`src/rtl/fmul_pipe.sv`:
```
// rtl/fmul_pipe.sv - 3-stage pipelined fp32 multiplier with valid/ready; FMUL_ROUND_NEAREST_EN selects round-to-nearest-even
module fmul_pipe #(
    parameter int TAG_W = 32
) (
    input  logic             clk,
    input  logic             rst,
    input  logic             in_valid,
    output logic             in_ready,
    input  logic [31:0]      in_a,
    input  logic [31:0]      in_b,
    input  logic [TAG_W-1:0] in_tag,
    output logic             out_valid,
    input  logic             out_ready,
    output logic [31:0]      out_prod,
    output logic [TAG_W-1:0] out_tag,
    output logic             busy
);

    // Truncation only ever looks at product bits 47..23, so the low bits are
    // not kept in that build; nearest-even needs the full product for sticky.
`ifdef FMUL_ROUND_NEAREST_EN
    localparam int PLSB = 0;
`else
    localparam int PLSB = 23;
`endif

    localparam logic [31:0] QNAN = 32'h7FC0_0000;

    // Global stall: every stage moves when the output register can be refilled.
    logic adv;

    // Stage 1 (unpack) registers
    logic              s1_valid;
    logic              s1_sign;
    logic signed [9:0] s1_esum;
    logic [23:0]       s1_ma;
    logic [23:0]       s1_mb;
    logic              s1_nan;
    logic              s1_inf;
    logic              s1_zero;
    logic [TAG_W-1:0]  s1_tag;

    // Stage 2 (multiply) registers
    logic              s2_valid;
    logic              s2_sign;
    logic signed [9:0] s2_esum;
    logic [47:PLSB]    s2_prod;
    logic              s2_nan;
    logic              s2_inf;
    logic              s2_zero;
    logic [TAG_W-1:0]  s2_tag;

    // Unpack combinational signals
    logic              a_zero;
    logic              b_zero;
    logic              a_inf;
    logic              b_inf;
    logic              a_nan;
    logic              b_nan;
    logic              u_nan;
    logic              u_inf;
    logic              u_zero;
    logic signed [9:0] u_esum;

    // Normalise/pack combinational signals
    logic [22:0]       frac;
    logic              round_up;
    logic [23:0]       frac_r;
    logic              norm_inc;
    logic signed [9:0] e_fin;
    logic [31:0]       packed_res;

    assign adv      = ~out_valid | out_ready;
    assign in_ready = adv & ~rst;
    assign busy     = s1_valid | s2_valid | out_valid;

    // Classify operands and resolve the special-value result class up front.
    always_comb begin
        a_zero = (in_a[30:23] == 8'h00);
        b_zero = (in_b[30:23] == 8'h00);
        a_inf  = (in_a[30:23] == 8'hFF) && (in_a[22:0] == 23'h0);
        b_inf  = (in_b[30:23] == 8'hFF) && (in_b[22:0] == 23'h0);
        a_nan  = (in_a[30:23] == 8'hFF) && (in_a[22:0] != 23'h0);
        b_nan  = (in_b[30:23] == 8'hFF) && (in_b[22:0] != 23'h0);
        u_nan  = a_nan | b_nan | (a_inf & b_zero) | (a_zero & b_inf);
        u_inf  = (a_inf | b_inf) & ~u_nan;
        u_zero = (a_zero | b_zero) & ~u_nan & ~u_inf;
        u_esum = {2'b00, in_a[30:23]} + {2'b00, in_b[30:23]} - 10'd127;
    end

    // Stage 1 register: capture unpacked operands; bubbles enter as invalid.
    always_ff @(posedge clk) begin
        if (rst) begin
            s1_valid <= 1'b0;
        end else if (adv) begin
            s1_valid <= in_valid;
            s1_sign  <= in_a[31] ^ in_b[31];
            s1_esum  <= u_esum;
            s1_ma    <= {1'b1, in_a[22:0]};
            s1_mb    <= {1'b1, in_b[22:0]};
            s1_nan   <= u_nan;
            s1_inf   <= u_inf;
            s1_zero  <= u_zero;
            s1_tag   <= in_tag;
        end
    end

    // Stage 2 register: 24x24 mantissa product, flags and tag ride along.
    always_ff @(posedge clk) begin
        if (rst) begin
            s2_valid <= 1'b0;
        end else if (adv) begin
            s2_valid <= s1_valid;
            s2_sign  <= s1_sign;
            s2_esum  <= s1_esum;
            s2_prod  <= (48 - PLSB)'(({24'h0, s1_ma} * {24'h0, s1_mb}) >> PLSB);
            s2_nan   <= s1_nan;
            s2_inf   <= s1_inf;
            s2_zero  <= s1_zero;
            s2_tag   <= s1_tag;
        end
    end

    // Normalise so the leading one sits above frac, round, then range-check.
    always_comb begin
        norm_inc = s2_prod[47];
`ifdef FMUL_ROUND_NEAREST_EN
        begin : rne
            logic [46:0] norm;
            logic        guard;
            logic        rnd;
            logic        sticky;
            norm     = s2_prod[47] ? s2_prod[46:0] : {s2_prod[45:0], 1'b0};
            frac     = norm[46:24];
            guard    = norm[23];
            rnd      = norm[22];
            sticky   = |norm[21:0];
            round_up = guard & (rnd | sticky | frac[0]);
        end
`else
        frac     = s2_prod[47] ? s2_prod[46:24] : s2_prod[45:23];
        round_up = 1'b0;
`endif
        frac_r = {1'b0, frac} + {23'h0, round_up};
        e_fin  = s2_esum + {9'h0, norm_inc} + {9'h0, frac_r[23]};

        if (s2_nan) begin
            packed_res = QNAN;
        end else if (s2_inf) begin
            packed_res = {s2_sign, 8'hFF, 23'h0};
        end else if (s2_zero) begin
            packed_res = {s2_sign, 31'h0};
        end else if (e_fin >= 10'sd255) begin
            packed_res = {s2_sign, 8'hFF, 23'h0};
        end else if (e_fin <= 10'sd0) begin
            packed_res = {s2_sign, 31'h0};
        end else begin
            packed_res = {s2_sign, e_fin[7:0], frac_r[22:0]};
        end
    end

    // Output register: only a valid operation overwrites prod/tag, so they
    // hold their last value across bubbles.
    always_ff @(posedge clk) begin
        if (rst) begin
            out_valid <= 1'b0;
            out_prod  <= 32'h0;
            out_tag   <= '0;
        end else if (adv) begin
            out_valid <= s2_valid;
            if (s2_valid) begin
                out_prod <= packed_res;
                out_tag  <= s2_tag;
            end
        end
    end

endmodule
```
`config.mk`:
```
export PLATFORM = sky130hd
export DESIGN_NAME = fmul_pipe
export DESIGN_NICKNAME = d
export VERILOG_FILES = /design/src/rtl/fmul_pipe.sv
export SDC_FILE = /design/constraint.sdc
export NUM_CORES = 2
export LEC_CHECK = 0
export ABC_CLOCK_PERIOD_IN_PS = 8700
export BUFFER_PORTS_ARGS = -buffer_cell sky130_fd_sc_hd__buf_2
export CAP_MARGIN = 20
export CELL_PAD_IN_SITES_DETAIL_PLACEMENT = 2
export CELL_PAD_IN_SITES_GLOBAL_PLACEMENT = 2
export CORE_UTILIZATION = 37
export DETAILED_ROUTE_END_ITERATION = 7
export PLACE_DENSITY_LB_ADDON = 0.1
export SETUP_SLACK_MARGIN = 0.3
export SLEW_MARGIN = 30
export SYNTH_ARGS = -nofsm -noshare
export SYNTH_HDL_FRONTEND = slang
export SYNTH_SLANG_ARGS = --single-unit
```
`constraint.sdc`:
```
create_clock -name clk -period 8.7 [get_ports clk]
set_clock_uncertainty 0.1 [all_clocks]
set_input_delay 0.435 -clock clk [delete_from_list [all_inputs] [get_ports clk]]
set_output_delay 0.435 -clock clk [all_outputs]
set_load 0.01 [all_outputs]
```
* Yosys cells after proc, flatten, opt, wreduce, memory -nomap -nowiden
Cells that the tools add are included.
** Word-level totals
- Memories :: 0
- Word-level logic and storage cells :: 65
- Bits in latches :: 0
- Register bits :: 230
- Bits in writable memories :: 0
- ROM bits :: 0
- Output and inout port bits :: 67
** Operators by class
- Divide/modulo/power cells :: 0
- Add/sub/neg operators :: 3
- Shift operators :: 0
- $mul :: 1
- Order comparisons :: 2
- Mux-type cells :: 6
- Bitwise logic cells :: 19
- Reduce and logical (&&, ||, !) cells :: 12
- Equality and inequality tests :: 2
** Operator list (count)
- 31-bit two-way mux :: 4
- 24-bit by 24-bit multiplier with 48-bit output :: 1
- 23-bit zero test :: 2
- 23-bit nonzero test :: 2
- 32-bit two-way mux :: 1
- 23-bit two-way mux :: 1
- 8-bit == test (second input constant) :: 2
- 8-bit zero test :: 2
- 10-bit by 1-bit adder with 10-bit output :: 1
- 10-bit by 9-bit greater-or-equal comparator with 1-bit output (second input constant) :: 1
- 10-bit by 1-bit less-or-equal comparator with 1-bit output (second input constant) :: 1
- 9-bit by 7-bit subtractor with 10-bit output (second input constant) :: 1
- 8-bit by 8-bit adder with 9-bit output :: 1
- 1-bit OR :: 8
- 1-bit AND :: 6
- 1-bit logical AND :: 4
- 1-bit inverter :: 4
- 2-bit AND reduction :: 2
- 1-bit bitwise XOR :: 1

* Depth between registers and ports, before layout
- Depth after elaboration :: 9
- Gate-level depth with buffers :: 26

* Worst setup path after synthesis
OpenSTA, ideal clock, no wires.
- Kind :: input to register
- Start :: in rst
- End :: reg s1_esum[0] (enable)
- Slack :: 0.022 ns
- Data required time :: 7.907 ns
- Data arrival time :: 7.885 ns
- Stages on the path :: 4
- Path buffers :: 3
- Cell sequence :: clkbuf_1 clkbuf_1 buf_1 nor2_1
** On the way
- Cells in the longest elaborated chain, start to end :: 2
** RTL lines
- start, declared :: RTL line 6 : input logic rst,
- 1-bit inverter (no source line)
- 2-bit AND reduction (no source line)
- end signal, assigned :: RTL line 98 : s1_esum <= u_esum;
- end, declared :: RTL line 35 : logic signed [9:0] s1_esum;
Every way passes these cells.
A chain may end at the register's enable or synchronous reset.

* Worst setup path in the final report
- Start :: reg s1_mb[8]
- End :: reg s2_prod[31] (netlist bit), data pin
** On the way
- Cells in the longest elaborated chain, start to end :: 1
** RTL lines
- start, declared :: RTL line 37 : logic [23:0] s1_mb;
- start signal, assigned :: RTL line 100 : s1_mb <= {1'b1, in_b[22:0]};
- 24-bit by 24-bit multiplier with 48-bit output :: RTL line 116 : s2_prod <= (48 - PLSB)'(({24'h0, s1_ma} * {24'h0, s1_mb}) >> PLSB);
- end signal, assigned :: RTL line 116
- end, declared :: RTL line 47 : logic [47:PLSB] s2_prod;
Every way passes these cells.

==> summary.txt <==
Routing
  • Avg Vias per Cell: about 5
  • WL per Instance: between 20 and 25 um
  • Remaining antenna violation count: 0
  • Vias post-DR: between 15,000 and 20,000
  • Post-Route WL: around 93,000 um
  • DRC: 0
  • 1st-iter DRT viols: 890
  • DRT Pass-1 Iters: 7

Clocking
  • Worst-Skew Late Latency: just over 0.6 ns
  • CTS tree: done
  • Maximum clock insertion buffer count: 3
  • Clock Sink Count: between 200 and 250
  • Cts bufs inserted: 29
  • CTS Root Cell: clkbuf_16
  • Worst-path clk slew: 0.07 ns
  • H-Tree Depth: 1

Synthesis
  • Avg Inst Size Synth: between 9 and 10 sq um
  • Synth top area share: 0.3604
  • Post-synth ARST share: 0
  • EDFF count, synth: 163
  • Mapped cell area: between 20,000 and 30,000 sq um
  • Post-Syn Nets: 3,450
  • Flops & latches, synth: 230
  • Cell with the most instances after synthesis: inv_1
  • Ys Warns: 0
  • Most common flop cell mapped by yosys: edfxtp_1
  • Cells taking the most area after synthesis: fa_1 36%, edfxtp_1 18%, ha_1 8.7%
  • Largest area contributor in the netlist: fa_1
  • Yosys cell types: 63
  • Seq/Total Area, Yosys: 0.2329
  • Cells after Synth: between 2,000 and 3,000
  • Post-synth top cells: 593 x inv_1, 482 x fa_1, 363 x nand2_1

Global route
  • First-pass GRT wire length: 143,700 um
  • Pin count of the biggest net entering global routing: about 140
  • Initial antenna violation count: 1
  • Number of global-route vias before repair: ~23,000
  • Tot GR Track Use: 0.2601
  • Total grt overflow: 0

Timing
  • Min Tclk post-route: 8.009 ns
  • Rel. slew slack: 0.3685
  • Unrepaired setup endpoints after global routing: no
  • Hold Fails Final Rpt: 0
  • Total negative slack: 0 ns
  • Final setup fails: 0
  • Actual slew at the worst max-slew pin: 0.9472 ns
  • Period utilization: 0.9206
  • Fin. max-slew vios: 0
  • Fmax: between 100 and 150 MHz

Placed design
  • Post-DP HPWL: roughly 75,000 um
  • Routability cong.: about 0.87
  • Dpl cells: between 3,000 and 4,000
  • Count of buffers from port buffering: 166

Critical path
  • CP Data Required Time: between 8 and 9 ns
  • Max stage delay on crit path: 0.82 ns
  • Critical Path Source Type: flop
  • CP most frequent cell: fa_1
  • R2R Setup Slk: 0.69 ns
  • Worst Reg-to-Reg Cells: 20
  • CP arrival: 8.24 ns
  • Worst Path Class, Setup: flop to flop
  • Crit Reg-Reg Startpoint: s1_mb[8]
  • Slowest-stage cell, CP: edfxtp_1
  • CP max FO: 16
  • R2R Path End: s2_prod[31]
  • Worst setup path start: s1_mb[8]
  • CP Capture Point: s2_prod[31]
  • Critical path capture point type: flop
  • CP cell instances: clkinv_1, nor2_1, fa_1, fa_1, fa_1, ha_1, inv_1, fa_1, inv_1, fa_1, fa_1, ha_1, a21o_1, o21bai_1, a211oi_1, o221ai_4, buf_4, a21oi_1, o21ai_0, xnor2_1

Final layout
  • Finished Layout Cells: approximately 3,900
  • Diode count: 0
  • Share of layout cells above drive strength 1: 0.1074
  • Layout area overhead: 14.76%
  • # nets final: about 3,700

Hold path
  • HP Class: input pin to flop
  • Hold depth: 1

Floorplanning
  • Core Footprint: between 70,000 and 80,000 sq um
  • # IOs: 167
  • Chip width: 271 um
  • Die H: ~270 um
  • Initial Util: 0.3745
  • Cell Rows: 98
  • DIE AREA: between 70,000 and 80,000 sq um

Outcome
  • Outcome: complete, no violations

Flow run
  • Max-cap violations: 0
worst max-delay path: cells and delay by family (launching register included):
| kind | cells | cell delay (ns) |
|---|---|---|
| compound gates | 6 | 1.88 |
| simple gates | 1 | 0.26 |
| flops | 1 | 0.82 |
| xor+xnor | 1 | 0.14 |
| buf+inv | 4 | 0.93 |
| fa+ha+maj | 8 | 3.60 |
how the worst min path moves through the flow:
stage | slack, ns | end | start
after CTS | 0.007 | s1_mb[10] | in_b[10]
after floorplan | 0.30 | s2_esum[0] | s1_esum[0]
after global routing | 0.004 | s1_ma[18] | in_a[18]
final | 0.03 | s1_ma[18] | in_a[18]
after global placement | 0.30 | s2_tag[9] | s1_tag[9]
after detailed placement | 0.31 | s2_tag[30] | s1_tag[30]
per-layer routing:
| metal | GRT usage | vias to the layer above | part of all wire |
|---|---|---|---|
| met4 | 0.06081 | 0 | 0.025 |
| met1 | 0.3488 | 10330 | 0.44 |
| li1 | - | 8641 | - |
| met5 | 0 | - | 0 |
| met2 | 0.4513 | 382 | 0.50 |
| met3 | 0.02503 | 102 | 0.036 |
cells by family after synthesis:
family	synth area share
and+or+nand+nor	0.1434
buffers and inverters	0.1003
adders and majority gates	0.4473
DFF	0.2329
AOI/OAI and AO/OA	0.05300
xor gates and xnor gates	0.01341
muxes	0.009627
layout make-up:
class                      count  area (sq um)
timing repair buffer         308          2147
fill                        7617         40760
clock buffer                  35         800.8
sequential                   230          6236
tap                          950          1189
inverter                     595          2233
clock inverter                19         226.5
multi-input combinational   1738         17890
sequential cells by signal (all words and copies together) (netlist names), 10 cells and up:
register and flops:
s1_esum 10, s2_tag 32, out_tag 32, s1_mb 23, s2_prod 25, s2_esum 10
s1_ma 23, s1_tag 32, out_prod 32
metrics by stage:
| stage | hold slack (ns) | utilization | setup WS [ns] | area [sq um] |
|---|---|---|---|---|
| after floorplan | 0.3003 | - | 2.034 | 26780 |
| after global placement | 0.3012 | 0.4039 | 0.8076 | 28870 |
| after detailed placement | 0.3065 | 0.4042 | 0.7729 | 28900 |
| after CTS | 0.007388 | 0.4292 | 0.7329 | 30680 |
| after global routing | 0.004169 | 0.4298 | 0.3951 | 30720 |
| final | 0.02701 | 0.4298 | 0.6907 | 30720 |
timing repair:
action                                 4_1_cts  5_1_grt
resized for setup                            0        0
hold buffers                                76        0
endpoints found under the hold margin       76        0
buffers inserted                             0        0
cells in the final DEF (no fill, tap or decap), drive strengths merged, types with 22 or more instances in the layout:
master	synthesis	routed
a21oi	75	75
a22oi	23	23
and2	243	243
buf	11	232
clkbuf	108	35
dfxtp	67	67
dlygate4sd3	0	76
edfxtp	163	163
fa	482	482
ha	186	186
inv	593	596
mux2	22	22
nand2	363	363
nor2	95	95
o21ai	23	23
xnor2	27	27
Power is not shown: default switching activity piles up to over one toggle a cycle in this logic, so the estimate is an artifact.
